[src/rtl/m_datapath_pkg.sv]
// Shared types and defaults for the multi-cycle datapath: ALU op codes,
// mux-select encodings and the reset / trap PC values.
package m_datapath_pkg;

  localparam logic [31:0] DEFAULT_RESET_PC = 32'h0000_0000;
  localparam logic [31:0] DEFAULT_TRAP_VEC = 32'h0000_0180;

  typedef enum logic [2:0] {
    ALU_AND = 3'b000,
    ALU_OR  = 3'b001,
    ALU_ADD = 3'b010,
    ALU_XOR = 3'b011,
    ALU_NOR = 3'b100,
    ALU_SRL = 3'b101,
    ALU_SUB = 3'b110,
    ALU_SLT = 3'b111
  } alu_op_e;

  typedef enum logic [1:0] {
    SRCB_B       = 2'd0,
    SRCB_FOUR    = 2'd1,
    SRCB_IMM     = 2'd2,
    SRCB_IMM_SH2 = 2'd3
  } srcb_sel_e;

  typedef enum logic [1:0] {
    PCSRC_ALU    = 2'd0,
    PCSRC_ALUOUT = 2'd1,
    PCSRC_JUMP   = 2'd2,
    PCSRC_REG    = 2'd3
  } pcsrc_sel_e;

  typedef enum logic [1:0] {
    REGDST_RT   = 2'd0,
    REGDST_RD   = 2'd1,
    REGDST_LINK = 2'd2,
    REGDST_ZERO = 2'd3
  } regdst_sel_e;

  typedef enum logic [1:0] {
    MTR_ALUOUT = 2'd0,
    MTR_MDR    = 2'd1,
    MTR_PC     = 2'd2,
    MTR_LUI    = 2'd3
  } mtr_sel_e;

  function automatic logic [31:0] sext16(input logic [15:0] imm);
    return {{16{imm[15]}}, imm};
  endfunction

endpackage

[src/rtl/m_datapath_p_regfile.sv]
// Register file: two combinational read ports, one write port, register 0
// hard-wired to zero; addresses truncated to clog2(NREG) bits.
module regfile_p
  import m_datapath_pkg::*;
#(
  parameter int NREG = 32
) (
  input  logic        i_clk,
  input  logic        i_rst_n,
  input  logic        i_we,
  input  logic [4:0]  i_waddr,
  input  logic [31:0] i_wdata,
  input  logic [4:0]  i_raddr_a,
  input  logic [4:0]  i_raddr_b,
  output logic [31:0] o_rdata_a,
  output logic [31:0] o_rdata_b
);

  localparam int AW = $clog2(NREG);

  logic [31:0]   r_regs [NREG];
  logic [AW-1:0] w_waddr;
  logic [AW-1:0] w_raddr_a;
  logic [AW-1:0] w_raddr_b;
  logic          w_unused_addr_bits;

  assign w_waddr            = i_waddr[AW-1:0];
  assign w_raddr_a          = i_raddr_a[AW-1:0];
  assign w_raddr_b          = i_raddr_b[AW-1:0];
  assign w_unused_addr_bits = ^{i_waddr, i_raddr_a, i_raddr_b};

  // Storage: async clear, writes to register 0 dropped
  always_ff @(posedge i_clk or negedge i_rst_n) begin
    if (!i_rst_n) begin
      for (int i = 0; i < NREG; i++) begin
        r_regs[i] <= 32'h0;
      end
    end else if (i_we && (w_waddr != {AW{1'b0}})) begin
      r_regs[w_waddr] <= i_wdata;
    end
  end

  assign o_rdata_a = (w_raddr_a == {AW{1'b0}}) ? 32'h0 : r_regs[w_raddr_a];
  assign o_rdata_b = (w_raddr_b == {AW{1'b0}}) ? 32'h0 : r_regs[w_raddr_b];

endmodule

[src/rtl/m_datapath_p.sv]
// Multi-cycle MIPS-style datapath: PC/IR/MDR/A/B/ALUOut, inline ALU and muxes.
// Optional overflow trap (EPC, trap pulse) enabled by M_DATAPATH_OVF_TRAP_EN.
module m_datapath_p
  import m_datapath_pkg::*;
#(
  parameter int          NREG     = 32,
  parameter logic [31:0] RESET_PC = DEFAULT_RESET_PC,
  parameter logic [31:0] TRAP_VEC = DEFAULT_TRAP_VEC
) (
  input  logic        clk,
  input  logic        reset,
  input  logic        MIO_ready,
  input  logic        IorD,
  input  logic        IRWrite,
  input  logic        RegWrite,
  input  logic        ALUSrcA,
  input  logic        PCWrite,
  input  logic        PCWriteCond,
  input  logic        Branch,
  input  logic        BranchNE,
  input  logic [1:0]  RegDst,
  input  logic [1:0]  MemtoReg,
  input  logic [1:0]  ALUSrcB,
  input  logic [1:0]  PCSource,
  input  logic [2:0]  ALU_operation,
  input  logic [31:0] data2CPU,
  output logic [31:0] PC_Current,
  output logic [31:0] Inst,
  output logic [31:0] data_out,
  output logic [31:0] M_addr,
  output logic        zero,
  output logic        overflow,
  output logic        trap
);

  logic [31:0] r_pc, r_ir, r_mdr, r_a, r_b, r_aluout;
  logic [31:0] w_rdata_a, w_rdata_b, w_src_a, w_src_b, w_alu_res;
  logic [31:0] w_imm_ext, w_pc_next, w_wdata;
  logic [4:0]  w_waddr;
  logic        w_alu_ovf, w_taken, w_pc_we, w_trap_take, w_reg_we;

  assign w_imm_ext = sext16(r_ir[15:0]);

  // ALU operand selection
  always_comb begin
    w_src_a = ALUSrcA ? r_pc : r_a;
    w_src_b = r_b;
    case (srcb_sel_e'(ALUSrcB))
      SRCB_B:       w_src_b = r_b;
      SRCB_FOUR:    w_src_b = 32'd4;
      SRCB_IMM:     w_src_b = w_imm_ext;
      SRCB_IMM_SH2: w_src_b = {w_imm_ext[29:0], 2'b00};
      default:      w_src_b = r_b;
    endcase
  end

  // ALU; overflow only meaningful for signed add/sub
  always_comb begin
    w_alu_res = 32'h0;
    w_alu_ovf = 1'b0;
    case (alu_op_e'(ALU_operation))
      ALU_AND: w_alu_res = w_src_a & w_src_b;
      ALU_OR:  w_alu_res = w_src_a | w_src_b;
      ALU_ADD: begin
        w_alu_res = w_src_a + w_src_b;
        w_alu_ovf = (w_src_a[31] == w_src_b[31]) && (w_alu_res[31] != w_src_a[31]);
      end
      ALU_XOR: w_alu_res = w_src_a ^ w_src_b;
      ALU_NOR: w_alu_res = ~(w_src_a | w_src_b);
      ALU_SRL: w_alu_res = w_src_b >> w_src_a[4:0];
      ALU_SUB: begin
        w_alu_res = w_src_a - w_src_b;
        w_alu_ovf = (w_src_a[31] != w_src_b[31]) && (w_alu_res[31] != w_src_a[31]);
      end
      ALU_SLT: w_alu_res = ($signed(w_src_a) < $signed(w_src_b)) ? 32'd1 : 32'd0;
      default: w_alu_res = 32'h0;
    endcase
  end

  assign zero     = (w_alu_res == 32'h0);
  assign overflow = w_alu_ovf;
  assign w_taken  = Branch && (zero ^ BranchNE);
  assign w_pc_we  = MIO_ready && (PCWrite || (PCWriteCond && w_taken));

  // Next-PC source selection
  always_comb begin
    w_pc_next = w_alu_res;
    case (pcsrc_sel_e'(PCSource))
      PCSRC_ALU:    w_pc_next = w_alu_res;
      PCSRC_ALUOUT: w_pc_next = r_aluout;
      PCSRC_JUMP:   w_pc_next = {r_pc[31:28], r_ir[25:0], 2'b00};
      PCSRC_REG:    w_pc_next = r_a;
      default:      w_pc_next = w_alu_res;
    endcase
  end

  // Write-back address and data selection
  always_comb begin
    w_waddr = r_ir[20:16];
    w_wdata = r_aluout;
    case (regdst_sel_e'(RegDst))
      REGDST_RT:   w_waddr = r_ir[20:16];
      REGDST_RD:   w_waddr = r_ir[15:11];
      REGDST_LINK: w_waddr = 5'(NREG - 1);
      REGDST_ZERO: w_waddr = 5'd0;
      default:     w_waddr = r_ir[20:16];
    endcase
    case (mtr_sel_e'(MemtoReg))
      MTR_ALUOUT: w_wdata = r_aluout;
      MTR_MDR:    w_wdata = r_mdr;
      MTR_PC:     w_wdata = r_pc;
      MTR_LUI:    w_wdata = {r_ir[15:0], 16'h0};
      default:    w_wdata = r_aluout;
    endcase
  end

`ifdef M_DATAPATH_OVF_TRAP_EN
  logic r_ovf, r_trap;
  logic [31:0] r_epc;

  // The overflow flag travels with ALUOut so the write-back cycle can trap
  assign w_trap_take = RegWrite && (mtr_sel_e'(MemtoReg) == MTR_ALUOUT) && r_ovf;

  // Trap bookkeeping: registered overflow, EPC capture, trap pulse
  always_ff @(posedge clk or negedge reset) begin
    if (!reset) begin
      r_ovf  <= 1'b0;
      r_trap <= 1'b0;
      r_epc  <= 32'h0;
    end else begin
      r_ovf  <= w_alu_ovf;
      r_trap <= w_trap_take;
      if (w_trap_take) begin
        r_epc <= r_pc;
      end
    end
  end

  assign trap = r_trap;
`else
  assign w_trap_take = 1'b0;
  assign trap        = 1'b0;
`endif

  assign w_reg_we = RegWrite && !w_trap_take;

  regfile_p #(.NREG(NREG)) u_regfile (
    .i_clk     (clk),
    .i_rst_n   (reset),
    .i_we      (w_reg_we),
    .i_waddr   (w_waddr),
    .i_wdata   (w_wdata),
    .i_raddr_a (r_ir[25:21]),
    .i_raddr_b (r_ir[20:16]),
    .o_rdata_a (w_rdata_a),
    .o_rdata_b (w_rdata_b)
  );

  // Architectural registers; PC and IR only move on a completed access
  always_ff @(posedge clk or negedge reset) begin
    if (!reset) begin
      r_pc     <= RESET_PC;
      r_ir     <= 32'h0;
      r_mdr    <= 32'h0;
      r_a      <= 32'h0;
      r_b      <= 32'h0;
      r_aluout <= 32'h0;
    end else begin
      r_a      <= w_rdata_a;
      r_b      <= w_rdata_b;
      r_aluout <= w_alu_res;
      if (MIO_ready) begin
        r_mdr <= data2CPU;
      end
      if (IRWrite && MIO_ready) begin
        r_ir <= data2CPU;
      end
      if (w_trap_take) begin
        r_pc <= TRAP_VEC;
      end else if (w_pc_we) begin
        r_pc <= w_pc_next;
      end
    end
  end

  assign PC_Current = r_pc;
  assign Inst       = r_ir;
  assign data_out   = r_b;
  assign M_addr     = IorD ? r_aluout : r_pc;

endmodule

[config.mk]
export PLATFORM = sky130hd
export DESIGN_NAME = m_datapath_p
export DESIGN_NICKNAME = d
export VERILOG_FILES = /design/src/rtl/m_datapath_pkg.sv /design/src/rtl/m_datapath_p_regfile.sv /design/src/rtl/m_datapath_p.sv
export SDC_FILE = /design/constraint.sdc
export NUM_CORES = 2
export LEC_CHECK = 0
export ABC_CLOCK_PERIOD_IN_PS = 8300
export BUFFER_PORTS_ARGS = -buffer_cell sky130_fd_sc_hd__buf_2
export CAP_MARGIN = 15
export CORE_ASPECT_RATIO = 0.75
export CORE_MARGIN = 2
export CORE_UTILIZATION = 55
export DETAILED_ROUTE_END_ITERATION = 6
export PLACE_DENSITY_LB_ADDON = 0.15
export SLEW_MARGIN = 20
export SYNTH_ARGS = -nofsm -noshare
export SYNTH_HDL_FRONTEND = slang
export SYNTH_SLANG_ARGS = --single-unit
[constraint.sdc]
create_clock -name clk -period 8.3 [get_ports clk]
set_input_delay 1.245 -clock clk [delete_from_list [all_inputs] [get_ports clk]]
set_output_delay 1.245 -clock clk [all_outputs]
set_load 0.005 [all_outputs]
== Word level (Yosys, flattened, before mapping) ==
Cells that the tools add are included.
Storage, ports and cells
  flip-flop bits (word level): 1216
  input bits: 54
  output and inout port bits: 131
  logic and storage cells: 118
Cells by class
  add/subtract/negate cells: 2
  order comparisons: 5
  eq/ne operators: 23
  shifts and indexed selects: 1
  multiplexer cells: 20
  bitwise logic cells: 9
  reductions and logical operators: 19
Operators with widths (number)
  $bwmux W1024: 1
  $pmux W32 S4: 3
  $bmux W32 S5: 2
  $mux W32: 9
  $pmux W32 S8: 1
  $demux W32 S5: 1
  $add A32 B32 Y32: 1
  $and A32 B32 Y32: 1
  $logic_not A32 Y1: 1
  $lt A32 B32 Y1: 1
  $not A32 Y32: 1
  $or A32 B32 Y32: 1
  $shr A32 B5 Y32: 1
  $sub A32 B32 Y32: 1
  $xor A32 B32 Y32: 1
  $pmux W5 S4: 1
  $ge A6 B6 Y1 const B: 3
  $not A5 Y6: 3
  $eq A2 B2 Y1 const B: 8
  $eq A3 B3 Y1 const B: 4
  $logic_not A5 Y1: 2
  $eq A2 B1 Y1 const B: 4
  $logic_and A1 B1 Y1: 8
  $logic_not A2 Y1: 4
  other kinds (13): 16

== Logic depth before layout (Yosys ltp) ==
  depth in word-level cells: 12
  depth in mapped cells: 23
  mapped depth without buffers: 19

== Modules after synthesis ==
A second synthesis with hierarchy kept.
Unflattened totals
  cells, all modules: 5378
  area total of the unflattened synthesis: 70871.7 µm²
By module, submodules not included
  regfile_p: instances 1, cells an instance 3542, area an instance 54113.1 µm², sequential area each 25624.6 µm²
  m_datapath_p: instances 1, cells an instance 1836, area an instance 16758.6 µm², sequential area each 4804.6 µm²

== Worst setup path after synthesis ==
Ideal clock, no wire load.
  kind: in2out
  from: input ALUSrcA
  to: output zero
  arrival: 5.685 ns
  required time: 7.055 ns
  setup slack: 1.370 ns
  stages: 18
  buffers on the path: 4
  cell sequence: buf_2 > buf_2 > buf_1 > mux2_2 > ha_1 > clkbuf_1 > nor4_1 > o31ai_1 > a311o_1 > a211o_1 > a41oi_1 > xnor2_1 > a221o_1 > nor4_1 > o211ai_1 > nor4_2 > and3b_2 > nor2b_1
On the way
  word-level cells in the longest chain between the ends: 5
  elaborated cells between the ends (all ways): 12
  classes of those cells: add/sub (2); order compare (1); shift (1); mux (3); bitwise (4); reduce/logical (1)
RTL lines
  start: declaration: line m_datapath_p.sv:16  | input logic ALUSrcA,
  $mux W32 *: line m_datapath_p.sv:46  | w_src_a = ALUSrcA ? r_pc : r_a;
  branches (longest 2 deep; another with $sub A32 B32 Y32)
  $pmux W32 S8 *: line m_datapath_p.sv:61  | case (alu_op_e'(ALU_operation))
  via w_alu_res[22]: line m_datapath_p.sv:37  | logic [31:0] w_rdata_a, w_rdata_b, w_src_a, w_src_b, w_alu_res;
  $logic_not A32 Y1 *: line m_datapath_p.sv:80  | assign zero = (w_alu_res == 32'h0);
  end: declaration: line m_datapath_p.sv:31  | output logic zero,
Mark *: on every way through the listed nets, which the timed path passes.

== Worst setup path in the final report ==
Ends and elaborated chain as after synthesis.

==> impl_metrics.yaml <==
clock_network:
  numClockSinks: 1216
  insertion_delay_ns: 0.80
  clkTransAtPathRegs_ns: 0.06
  htree_levels: 3
  cts_hold_buf: 0
  cts_root_buffer: "clkbuf_16"
  clk_path_buf_depth: 3
  cts_resized: 0
  cts_tree: "done"
  cts_buffers: 117
  post_cts_buffers: 0
critical_path:
  worst_path_most_repeated_cell: "buf_4"
  crit_fanout: 20
  cpPeakStageDelay_ns: 0.56
  cp.required_ns: 7.05
  endpoint_kind: "output pin"
  worstSetupPathType: "in2out"
  crit_chain: "buf_2 -> buf_4 -> mux2_2 -> ha_1 -> inv_1 -> or3_1 -> nor3b_1 -> o21ai_0 -> xnor2_1 -> a221o_1 -> nor4_2 -> buf_4 -> o211ai_1 -> nor4_2 -> buf_4 -> and3b_2 -> nor2b_1 -> buf_2"
  crit_slowest_cell: "nor4_2"
  start_kind: "input port"
  cp.arrival_ns: 6.95
drt:
  wl_per_cell_um: 32.62
  drc: 14
  vias: 53460
  wirelength_mm: 255.2
  firstDrtPassIters: 7
  drtIter0Drc: 6612
  final_antenna_net_count: 0
  via_per_inst: 6.832
sta:
  drv_slew: 0
  setup_violations: 0
  finClkSkew_ns: 0.06412
  fmax_mhz: 122.0
  slew_headroom_pct: 15.66
  finalCriticalPeriod_ns: 8.194
  post-route-period-util_pct: 98.73
  worstMarginPinSlew_ns: 1.258
  fin_tns_setup_ns: 0
  finalHoldViolations: 0
  rsz0062_at_grt: "false"
pwr:
  total_power_uw: 24320
  irDropWorstVdd_mv: 0.1914
  switching_share_pct: 37.96
  p_leak_uw: 0.03298
  p_sw_uw: 9231
  p_per_area_nw_per_um2: 322.1
  p_int_uw: 15090
  p_comb_share_pct: 37.4
  clkPwrFrac_pct: 24.2
  p_seq_share_pct: 38.4
global_routing:
  grt_pass1_vias: 51260
  grt.total_usage_pct: 40.43
  grt_max_degree: 173
  grt-ovfl-total: 0
  grt_first_pass_wirelength_mm: 369.4
  antenna_found_initial: 18
status:
  outcome: "complete, but fails checks"
  violations: "design-rule violations"
placed_design:
  globalplace.congestion: 1.064
  port_buffers: 183
  dpl.hpwl_mm: 162.7
final_layout:
  drive_gt1_share_pct: 25.22
  final_net_count: 6218
  area_growth_pct: 10.25
synth:
  synth_area_um2: 68490
  ys_types: 91
  netlist_top_cells_area: "dfrtp_1, mux4_2, o21ai_0, nand2_1, clkbuf_1"
  ys_async_sr_fraction_pct: 100.0
  yosysWarnings: 0
  yosysTopAreaCell: "dfrtp_1"
  synth_nets: 6320
  yosysSeqAreaShare_pct: 44.43
  netlist.area_leader.share_pct: 44.43
  syn_inst: 6167
  synthFlopType: "dfrtp_1"
  syn_avg_cell_area_um2: 11.11
  synth_seq_cells: 1216
  synth-edff-count: 0
die:
  die_h_um: 309.6
  rows: 112
  initial_utilization_pct: 55.22
  core_area_um2: 124000
  dieArea_um2: 127400
  die_x_um: 411.5
  io_pins: 185
min_path:
  hp-class: "reg2reg"
flow_run:
  cap_violations: 0
[path summary, 6_finish.rpt]
kind                                         from                      to  slack [ns]  depth (start not counted)
max                                       ALUSrcA                    zero        0.11                         18
min                        u_regfile.r_regs[1023]  u_regfile.r_regs[1023]        0.40                          0
max reg2reg                               Inst[1]           PC_Current[4]        1.29                         22
min reg2reg                u_regfile.r_regs[1023]  u_regfile.r_regs[1023]        0.40                          0
max in group asynchronous                   reset                Inst[20]        5.91                          3
min in group asynchronous                   reset  u_regfile.r_regs[1021]        0.45                          1
[synthesized netlist by cell type, types with 16 or more instances]
cell type,number
a211oi_1,36
a21o_1,25
a21oi_1,109
a221oi_1,18
a22oi_1,22
a31oi_1,21
buf_1,83
clkbuf_1,498
dfrtp_1,1216
ha_1,97
inv_1,98
mux2_2,160
mux2_4,16
mux2i_1,141
mux4_2,674
nand2_1,1138
nand3_1,36
nor2_1,253
nor2b_1,19
nor3_1,41
o211ai_1,37
o21a_1,16
o21ai_0,1082
xnor2_1,21
[placed cells by master, fill, tap and decap left out, types with 41 or more instances in the layout]
| cell | synthesis | final |
|---|---|---|
| inv_1 | 98 | 98 |
| ha_1 | 97 | 97 |
| buf_2 | 14 | 181 |
| mux2_2 | 160 | 160 |
| buf_4 | 4 | 189 |
| dfrtp_1 | 1216 | 1206 |
| mux4_2 | 674 | 674 |
| mux2i_1 | 141 | 141 |
| o21ai_0 | 1082 | 1066 |
| clkbuf_16 | 0 | 120 |
| nor2_1 | 253 | 250 |
| a21oi_1 | 109 | 91 |
| nand2_1 | 1138 | 1106 |
| nor3_1 | 41 | 41 |
[kinds of logic after synthesis]
kind of cell    synth area share (%)
simple gates                   9.434
flops                          44.43
fa+ha+maj                      1.831
other cells                 0.005475
compound gates                 12.78
buf+inv                        4.025
mux                            27.21
xor+xnor                      0.2941
[stage by stage]
step	cell area, µm²	util, %	hold WS [ns]	std cells	worst slack (ns)
after floorplan	68490	-	0.4413	6167	1.370
after global placement	71280	57.47	0.3763	7599	0.1028
after detailed placement	71290	57.48	0.3820	7599	0.09265
after CTS	75450	60.84	0.3975	7818	0.08401
after global routing	75500	60.88	0.4083	7821	0.004969
final	75510	60.88	0.3957	7824	0.1057
[metal layers]
metal  GRT usage (%)  up-vias  share of wire (%)
met5           1.274        -               0.13
met4           14.44       16                4.3
met3           12.43      570                 11
met2           56.96     3049                 43
met1           59.36    27420                 42
li1                -    22400                  -
[cell type report]
cell class | instances | area (µm²)
Multi-Input combinational cell | 4240 | 35760
Antenna cell | 6 | 15.01
Timing Repair Buffer | 386 | 2633
Clock buffer | 157 | 3332
Tap cell | 1653 | 2068
Inverter | 104 | 391.6
Fill cell | 10140 | 48510
Clock inverter | 62 | 837.1
Sequential cell | 1216 | 30470
[registers in the layout (all words and copies together) (netlist names)]
register	flops
Inst	32
PC_Current	32
data_out	32
r_a	32
r_aluout	32
r_mdr	32
u_regfile.r_regs	1024
[power groups by stage]
stage | clock network (µW) | logic [µW] | registers (µW)
after global routing | 6180 | 9720 | 9500
after global placement | 0 | 8740 | 9240
after floorplan | 0 | 6030 | 8600
after detailed placement | 0 | 8840 | 9350
final | 5880 | 9100 | 9340
after CTS | 5930 | 8870 | 9260
[worst max-delay path: cells and delay by family]
family	cells	cell delay (ns)
xor+xnor	1	0.17
simple gates	6	2.25
mux	1	0.42
fa+ha+maj	1	0.50
compound gates	3	0.76
buf+inv	6	1.56
(Power assumes the default switching activity.)
